--- src/rtl/fetch_stage.sv ---
// fetch_stage: instruction-fetch stage of the pipelined LEGv8 core.
// Holds the PC, registers the fetched word into IF/ID, and owns the
// exception-link register (ELR) plus the NORMAL/HANDLER exception FSM.
// Optional feature macro: FETCH_EXC_COUNT_EN adds a saturating 16-bit
// exception counter and the exc_count_o port.
//
// state   | meaning
// NORMAL  | regular fetch; exc_i saves exc_pc_i into ELR and vectors out
// HANDLER | running the handler; eret_i returns to ELR, exc_i is nested
module fetch_stage #(
  parameter int          N          = 64,
  parameter logic [N-1:0] EXC_VECTOR = 64'h0000_0000_0000_00D8
) (
  input  logic         clk,
  input  logic         reset_n,
  input  logic         stall_i,
  input  logic         pcsrc_i,
  input  logic [N-1:0] pcbranch_i,
  input  logic         exc_i,
  input  logic [N-1:0] exc_pc_i,
  input  logic         eret_i,
  output logic [N-1:0] imem_addr_o,
  input  logic [31:0]  imem_data_i,
  output logic [31:0]  instr_d_o,
  output logic [N-1:0] pc_d_o,
  output logic         valid_d_o,
  output logic [N-1:0] elr_o,
  output logic         in_handler_o,
`ifdef FETCH_EXC_COUNT_EN
  output logic [15:0]  exc_count_o,
`endif
  output logic         exc_nested_o
);

  typedef enum logic {NORMAL = 1'b0, HANDLER = 1'b1} state_t;

  state_t       state, state_next;
  logic [N-1:0] pc, pc_next;
  logic [N-1:0] elr_next;
  logic         eret_eff;
  logic         redirect;
  logic         nested;

  // Next-state, next-PC and ELR selection; exc_i beats eret_i, redirects beat stall
  always_comb begin
    state_next = state;
    elr_next   = elr_o;
    eret_eff   = 1'b0;
    nested     = 1'b0;
    if (exc_i) begin
      if (state == NORMAL) begin
        elr_next   = exc_pc_i;
        state_next = HANDLER;
      end else begin
        nested = 1'b1;
      end
    end else if (eret_i && state == HANDLER) begin
      eret_eff   = 1'b1;
      state_next = NORMAL;
    end

    redirect = exc_i | eret_eff | pcsrc_i;

    if (exc_i)         pc_next = EXC_VECTOR;
    else if (eret_eff) pc_next = elr_o;
    else if (pcsrc_i)  pc_next = pcbranch_i;
    else if (stall_i)  pc_next = pc;
    else               pc_next = pc + N'(4);
  end

  // PC, FSM state, ELR and the nested-exception pulse
  always_ff @(posedge clk or negedge reset_n) begin
    if (!reset_n) begin
      pc           <= '0;
      state        <= NORMAL;
      elr_o        <= '0;
      exc_nested_o <= 1'b0;
    end else begin
      pc           <= pc_next;
      state        <= state_next;
      elr_o        <= elr_next;
      exc_nested_o <= nested;
    end
  end

  // IF/ID register: flush on any redirect, hold on stall, else capture
  always_ff @(posedge clk or negedge reset_n) begin
    if (!reset_n) begin
      instr_d_o <= '0;
      pc_d_o    <= '0;
      valid_d_o <= 1'b0;
    end else if (redirect) begin
      instr_d_o <= '0;
      pc_d_o    <= '0;
      valid_d_o <= 1'b0;
    end else if (!stall_i) begin
      instr_d_o <= imem_data_i;
      pc_d_o    <= pc;
      valid_d_o <= 1'b1;
    end
  end

`ifdef FETCH_EXC_COUNT_EN
  // Saturating count of every taken exception, nested ones included
  always_ff @(posedge clk or negedge reset_n) begin
    if (!reset_n)
      exc_count_o <= '0;
    else if (exc_i && exc_count_o != 16'hFFFF)
      exc_count_o <= exc_count_o + 16'd1;
  end
`endif

  assign imem_addr_o  = pc;
  assign in_handler_o = (state == HANDLER);

endmodule

--- config.mk ---
export PLATFORM = sky130hd
export DESIGN_NAME = fetch_stage
export DESIGN_NICKNAME = d
export VERILOG_FILES = /design/src/rtl/fetch_stage.sv
export SDC_FILE = /design/constraint.sdc
export NUM_CORES = 1
export LEC_CHECK = 0
export ABC_AREA = 1
export CORE_UTILIZATION = 48
export CTS_BUF_LIST = sky130_fd_sc_hd__clkbuf_4 sky130_fd_sc_hd__clkbuf_8
export CTS_CLUSTER_DIAMETER = 60
export CTS_CLUSTER_SIZE = 8
export DETAILED_ROUTE_END_ITERATION = 10
export GPL_TIMING_DRIVEN = 0
export HOLD_SLACK_MARGIN = 0.1
export PLACE_DENSITY_LB_ADDON = 0.08
export SKIP_CTS_REPAIR_TIMING = 1
export SKIP_LAST_GASP = 1
export SYNTH_ARGS = -nofsm -noshare
export SYNTH_HDL_FRONTEND = slang
export SYNTH_SLANG_ARGS = --single-unit
--- constraint.sdc ---
create_clock -name clk -period 2.15 [get_ports clk]
set_input_delay 0.215 -clock clk [delete_from_list [all_inputs] [get_ports clk]]
set_output_delay 0.215 -clock clk [all_outputs]
set_load 0.01 [all_outputs]
After elaboration in Yosys (flattened, before gate mapping)

Index checks and enable logic that the tools add are counted.

Eq/ne operators: 2
Bitwise gates (word level): 3
Muxes and demuxes: 16
Reduce and logical (&&, ||, !) cells: 3
Add/sub/neg operators: 1

Operator list:

| kind                  | count |
|---|---|
| $mux 64               | 6 |
| $add 64x3->64 const B | 1 |
| $mux 32               | 2 |
| $mux 1                | 8 |
| $ne 4x1->1 const B    | 1 |
| $ne 2x1->1 const B    | 1 |
| $or 1x1->1            | 2 |
| $reduce_and 2->1      | 1 |
| $reduce_bool 2->1     | 1 |
| $logic_and 1x1->1     | 1 |
| $not 1->1             | 1 |

Word-level logic and storage cells: 32
Output and inout port bits: 227
Bits of input ports: 166
Flip-flop bits (word level): 227

Depth between registers and ports, before layout

Gate-level depths: netlist of run 1.

Word-level depth: 6
Gate-level depth with buffers: 12
Mapped depth without buffers: 12

Worst setup path after synthesis of run 1

No wires, ideal clock.

Path type: reg-to-reg
From: register pc[2] (netlist: imem_addr_o[2])
To: register pc[34] (netlist: imem_addr_o[34])
Buffers on the path: 0
Arrival: 1.633 ns
Data required time: 2.024 ns
Stages on the path, launching flop included: 10
Setup slack: 0.391 ns
Cell sequence: dfrtp_1 ha_1 nand2_2 nor2_4 nand2_4 nor2_8 nand2_1 xnor2_1 o21ai_0 a21oi_1

Cells in the longest elaborated chain, start to end: 5

RTL lines:

| element                | RTL line | text |
|---|---|---|
| from (decl)            | 38       | `logic [N-1:0] pc, pc_next;` |
| from (signal assigned) | 79       | `pc <= pc_next;` |
| $add 64x3->64          | 68       | `else pc_next = pc + N'(4);` |
| $mux 64                | 67       | `else if (stall_i) pc_next = pc;` |
| $mux 64                | 66       | `else if (pcsrc_i) pc_next = pcbranch_i;` |
| $mux 64                | 65       | `else if (eret_eff) pc_next = elr_o;` |
| $mux 64                | 64       | `if (exc_i) pc_next = EXC_VECTOR;` |

Every way passes these cells. The select of a mux whose other input is x is not followed.
A chain may end at the register's enable or synchronous reset.

Final worst setup path of run 1

From: register state (netlist: in_handler_o)
To: register pc[32] (netlist: imem_addr_o[32])

Cells in the longest elaborated chain, start to end: 5
Elaborated cells on any way between the ends: 6

RTL lines:

| element                | RTL line | text |
|---|---|---|
| from (decl)            | 37       | `state_t state, state_next;` |
| from (signal assigned) | 80       | `state <= state_next;` |
| $logic_and 1x1->1 *    | 57       | `end else if (eret_i && state == HANDLER) begin` |
| $mux 1 *               | 57       |  |
| $mux 1 *               | 50       | `if (exc_i) begin` |
| $mux 64                | 65       |  |
| $mux 64                | 64       |  |

Every way passes the cells marked *; elsewhere a longest branch is shown, timed or not.

==> results of run 1 <==
-- synth_stat cells, types with 2 or more instances --
cell / count
buf_1: 6
o211ai_1: 14
buf_2: 31
a21oi_2: 2
xor2_1: 12
o32ai_1: 2
a21oi_1: 109
o21ai_0: 100
mux2_2: 53
inv_1: 95
clkbuf_1: 22
nand4_1: 19
nand2_1: 417
o21ai_1: 20
xnor2_1: 3
nor2_4: 7
buf_4: 3
o22ai_1: 2
clkbuf_8: 3
a22oi_1: 11
nor2_2: 15
dfrtp_1: 227
nor3_1: 4
inv_2: 8
nand2_2: 15
nor2_1: 190
nand3_1: 89
nand2_4: 3
-- cell families after synthesis --
| logic type | after synthesis | share of synthesized area |
|---|---|---|
| AO/OA/AOI/OAI | 264 | 0.1203 |
| flip-flops | 227 | 0.4812 |
| multiplexers | 53 | 0.05056 |
| buffers and inverters | 171 | 0.06212 |
| AND/OR/NAND/NOR | 764 | 0.2736 |
| XOR/XNOR | 15 | 0.01113 |
| adder cells (fa/ha/maj) | 1 | 0.001060 |
-- cell type report --
| class | count | area [um2] | area share |
|---|---|---|---|
| Antenna cell | 1 | 2.502 | 0.0001487 |
| Buffer | 67 | 356.6 | 0.02119 |
| Clock buffer | 39 | 518.0 | 0.03079 |
| Clock inverter | 5 | 35.03 | 0.002082 |
| Inverter | 104 | 390.4 | 0.02320 |
| Multi-Input combinational cell | 1097 | 5425 | 0.3225 |
| Sequential cell | 227 | 5690 | 0.3382 |
| Tap cell | 324 | 405.4 | 0.02409 |
| Timing Repair Buffer | 396 | 4001 | 0.2378 |
-- state kept, by name, indices dropped and copies added, names as in the netlist --
name          count
elr_o            64
instr_d_o        32
imem_addr_o      64
exc_nested_o      1
in_handler_o      1
valid_d_o         1
pc_d_o           64
-- power by group --
group / total, mW / internal, mW / switching [mW]
Clock: 3.28 / 1.57 / 1.71
Sequential: 5.23 / 4.71 / 0.523
Combinational: 2.80 / 1.46 / 1.34
-- routing by layer --
metal	track usage	part of all wire	routed length, um
met5	0	0	0
met2	0.6148	0.46	22420
met1	0.5032	0.40	19680
met4	0.1500	0.037	1806
met3	0.1014	0.099	4830
-- per-stage QoR --
step | utilization | setup slack (ns) | area [um2]
after detailed placement | 0.6678 | -0.2682 | 16190
final | 0.6939 | 0.08017 | 16820
after global placement | 0.6653 | -8.864 | 16130
after floorplan | - | 0.3912 | 11800
after CTS | 0.6906 | -0.08772 | 16750
after global routing | 0.6939 | -0.02502 | 16820
-- final timing paths --
kind | startpoint | end | slack (ns) | depth (start not counted)
worst max-delay path | in_handler_o | imem_addr_o[32] | 0.08 | 7
worst min-delay path | reset_n | pc_d_o[17] | 0.23 | 2
worst max register to register | in_handler_o | imem_addr_o[32] | 0.08 | 7
worst min register to register | instr_d_o[23] | instr_d_o[23] | 0.48 | 2
max in group asynchronous | reset_n | imem_addr_o[57] | 0.72 | 4
min in group clk | imem_data_i[15] | instr_d_o[15] | 0.23 | 3
==> impl_metrics.csv, run 1 <==
group,metric,value,unit
run_status,status,"finished clean",
setup_path,endpoint_kind,"flip-flop",
setup_path,crit_top_cell,"nand2_1",
setup_path,cp_max_fo,10,
sta,tightest_slew,0.9955,ns
global_routing,grt_util_all_layers,0.3864,
setup_path,crit_chain,"nand2_2 -> nand2_1 -> nor2_2 -> nand2_1 -> buf_4 -> clkbuf_1 -> o21ai_0",
logic_synthesis,yosysSeqAreaShare,0.4812,
flow_run,cap_viol_max_count,0,
logic_synthesis,synth_edf_count,0,
layout,final_common_cell,"nand2_1",
layout,nNetsFinal,2095,
sta,tns,0,ns
floorplanning,die_area,25220,um2
layout,fillers,2006,
floorplanning,die_w,158.8,um
sta,drv_slew,0,
logic_synthesis,synth.area.top_cells,"dfrtp_1, nand2_1, nor2_1, mux2_2, a21oi_1",
floorplanning,core,24250,um2
setup_path,worst-setup-path-type,"reg -> reg",
global_routing,overflow,0,
setup_path,arrival,2.45,ns
placement,placed_cells,2213,
logic_synthesis,ys.warnings.count,0,
clock_tree,cts-htree-levels,2,
sta,holdWs,0.2335,ns
placement,dp_hpwl,37850,um
floorplanning,start_util,0.4868,
setup_path,setup.worst_path.start_class,"flip-flop",
logic_synthesis,synth_top_area_frac,0.4812,
drt,route.detailed.drc,0,
sta,setup_violations,0,
logic_synthesis,async_reset_ff_frac,1.000,
layout,drive_gt1_frac,0.1137,
setup_path,required,2.53,ns
sta,fmax,483.1,MHz
clock_tree,clk_pin_slew,0.06,ns
floorplanning,ioPinCount,393,
drt,final_antenna_net_count,0,
sta,fin_crit_sh,0.9627,
power_and_ir_drop,p_per_area,671.5,nW/um2
power_and_ir_drop,power,11.30,mW
clock_tree,clk-insertion-delay-late,0.55,ns
logic_synthesis,syn_avg_cell_area,7.896,um2
clock_tree,cts.sinks,227,
global_routing,grt_pass1_vias,12500,
logic_synthesis,synth_cell_types,41,
setup_path,critical-path-slowest-cell,"clkbuf_1",
clock_tree,numCtsBuffers,35,
drt,vias,12570,
sta,slew_headroom,0.3364,
drt,wl,48740,um
layout,final_cells,2260,
drt,drtPass1Iterations,5,
floorplanning,fp.dieH,158.8,um
logic_synthesis,ys_ff_latch,227,
placement,place_congestion,0.9781,
clock_tree,cts_root_buf,"clkbuf_8",
layout,final_cell_mix,"nand2_1, clkdlybuf4s50_1, dfrtp_1",
sta,fin_crit,2.070,ns
logic_synthesis,yosys.area.top_type,"dfrtp_1",
min_path,hold_class,"in -> async",
sta,hold_viol_final,0,
layout,area_delta_synth_final,42.54,%
sta,finClkSkew,0.02680,ns
drt,wl_per_cell,21.57,um
global_routing,grt_max_degree,83,
power_and_ir_drop,leakage,7.335,nW
logic_synthesis,ys.flop_type,"dfrtp_1",
sta,rsz0062_at_grt,"yes",
setup_path,path_buf_inv,2,
setup_path,cp_top_family,"buffers and inverters",
clock_tree,cts_tree,"done",
floorplanning,fp-row-count,57,
power_and_ir_drop,vdd_drop_max,0.0007352,V
logic_synthesis,synthesis.nets,1662,
clock_tree,clock_path_buffers,3,
placement,port_buffers,392,
global_routing,grt_pass1_wl,73880,um
drt,viasPerCell,5.563,
logic_synthesis,synthCells,1495,
logic_synthesis,syn_area,11800,um2
global_routing,grt_antenna_before_repair,1,
setup_path,max_stage_delay,0.62,ns
drt,dr.first_iter.drc_count,1082,
Power figures use the tool's default switching activity.
==> run 2, diff against run 1 <==
- CORE_MARGIN: not set -> 1
==> results of run 2 <==
The final DEF is identical to that of run 1; final timing and power are the same.
==> run 3, diff against run 2 <==
- CORE_ASPECT_RATIO: not set -> 1.5
==> impl_metrics.csv, run 3 (synthesis gave the netlist of run 1 again) <==
group,metric,value,unit
drt,viasPerCell,5.645,
layout,drive_gt1_frac,0.1157,
drt,wl,51220,um
drt,wl_met1,17680,um
setup_path,cp_top_family,"simple AND/OR/NAND/NOR gates",
sta,fin_crit_sh,0.9477,
global_routing,overflow,0,
placement,post_dp_cell_area,16160,um2
floorplanning,die_area,25240,um2
clock_tree,clock_path_buffers,3,
global_routing,grt_max_degree,117,
layout,multi_input_comb_area,5448,um2
drt,wl_met2,25730,um
drt,dr.first_iter.drc_count,961,
sta,drv_slew,0,
layout,seq_area,5688,um2
setup_path,crit_chain,"nand2_2 -> nor2_2 -> clkbuf_2 -> a21oi_1 -> o21ai_1 -> nand2_1 -> o21ai_0",
setup_path,required,2.65,ns
power_and_ir_drop,vdd_drop_max,0.0007685,V
setup_path,setup.worst_path.start_class,"flip-flop",
setup_path,worst-setup-path-type,"reg -> reg",
setup_path,max_stage_delay,0.56,ns
sta,finClkSkew,0.03697,ns
clock_tree,cts.sinks,227,
global_routing,grt_pass1_wl,75580,um
global_routing,grt_util_all_layers,0.4103,
floorplanning,core,23910,um2
drt,drtPass1Iterations,6,
setup_path,endpoint_kind,"flip-flop",
placement,dp_hpwl,39420,um
placement,port_buffers,392,
layout,fillers,1939,
power_and_ir_drop,p_per_area,671.4,nW/um2
layout,area_delta_synth_final,42.27,%
sta,tightest_slew,0.9197,ns
drt,route.detailed.drc,0,
run_status,status,"finished clean",
layout,diodes,0,
global_routing,grt_pass1_vias,12970,
flow_run,cap_viol_max_count,0,
clock_tree,clk-insertion-delay-late,0.58,ns
sta,setup_violations,0,
setup_path,arrival,2.53,ns
sta,slew_headroom,0.3869,
floorplanning,ioPinCount,393,
drt,top_layer_used,"met4",
floorplanning,fp.dieH,194.1,um
clock_tree,clk_pin_slew,0.07,ns
layout,final_area,16790,um2
power_and_ir_drop,leakage,7.328,nW
min_path,hold_class,"in -> reg",
layout,nNetsFinal,2093,
setup_path,path_buf_inv,1,
setup_path,critical-path-slowest-cell,"nor2_2",
placement,place_congestion,0.9995,
setup_path,cp_max_fo,10,
clock_tree,cts_root_buf,"clkbuf_8",
clock_tree,cts-htree-levels,2,
layout,final_common_cell,"nand2_1",
sta,fin_crit,2.037,ns
floorplanning,die_w,130.0,um
drt,wl_per_cell,22.79,um
sta,rsz0062_at_grt,"yes",
clock_tree,numCtsBuffers,34,
floorplanning,start_util,0.4936,
placement,placed_cells,2207,
layout,final_cell_mix,"nand2_1, clkdlybuf4s50_1, dfrtp_1",
drt,final_antenna_net_count,0,
sta,hold_viol_final,0,
sta,fmax,490.8,MHz
global_routing,grt_antenna_before_repair,0,
layout,final_cells,2247,
floorplanning,fp-row-count,69,
drt,vias,12680,
clock_tree,cts_tree,"done",
drt,wl_met3,4119,um
[run 3: report_power, final]
group          switching, mW  internal (mW)  leakage (nW)
sequential             0.509           4.70          2.91
clock                   1.65           1.59         0.271
combinational           1.37           1.45          4.15
total                   3.53           7.75          7.33
[run 3: cell type report]
cell class	instances	area share
sequential	227	0.3387
multi-input combinational	1097	0.3244
timing repair buffer	395	0.2366
clock buffer	36	0.02913
tap	319	0.02377
inverter	104	0.02325
buffer	67	0.02190
clock inverter	2	0.002235
[run 3: metal layers]
metal	global-route usage	vias to the layer above
li1	-	5729
met1	0.4390	6037
met2	0.7096	714
met3	0.09106	204
met4	0.2735	0
met5	0	-
[run 3: final timing paths]
check	start	end	slack [ns]	cells after the start
min in group asynchronous	reset_n	instr_d_o[28]	0.28	2
worst min-delay path	imem_data_i[31]	instr_d_o[31]	0.21	3
worst max-delay path	in_handler_o	imem_addr_o[32]	0.11	7
worst max register to register	in_handler_o	imem_addr_o[32]	0.11	7
max in group asynchronous	reset_n	imem_addr_o[21]	0.73	3
worst min register to register	instr_d_o[2]	instr_d_o[2]	0.48	2
[run 3: worst reg2reg max path, delay by kind of cell (launching register included)]
family	cells	cell delay [ns]
compound gates	3	0.33
buf+inv	1	0.42
flops	1	0.42
simple gates	3	0.80
[run 3: metrics by stage]
stage                     setup slack, ns  setup TNS (ns)    util  hold slack [ns]  total power, mW
after floorplan                    0.3912               0       -         -0.08059            6.235
after detailed placement          -0.5836          -41.15  0.6757           0.3312            8.031
after global routing             -0.01146        -0.01151  0.7022           0.2408            11.68
after global placement             -8.665        -1992.68  0.6744           0.4555            7.963
final                              0.1126               0  0.7022           0.2114            11.28
after CTS                         -0.3079          -4.818  0.6977          -0.2394            11.24
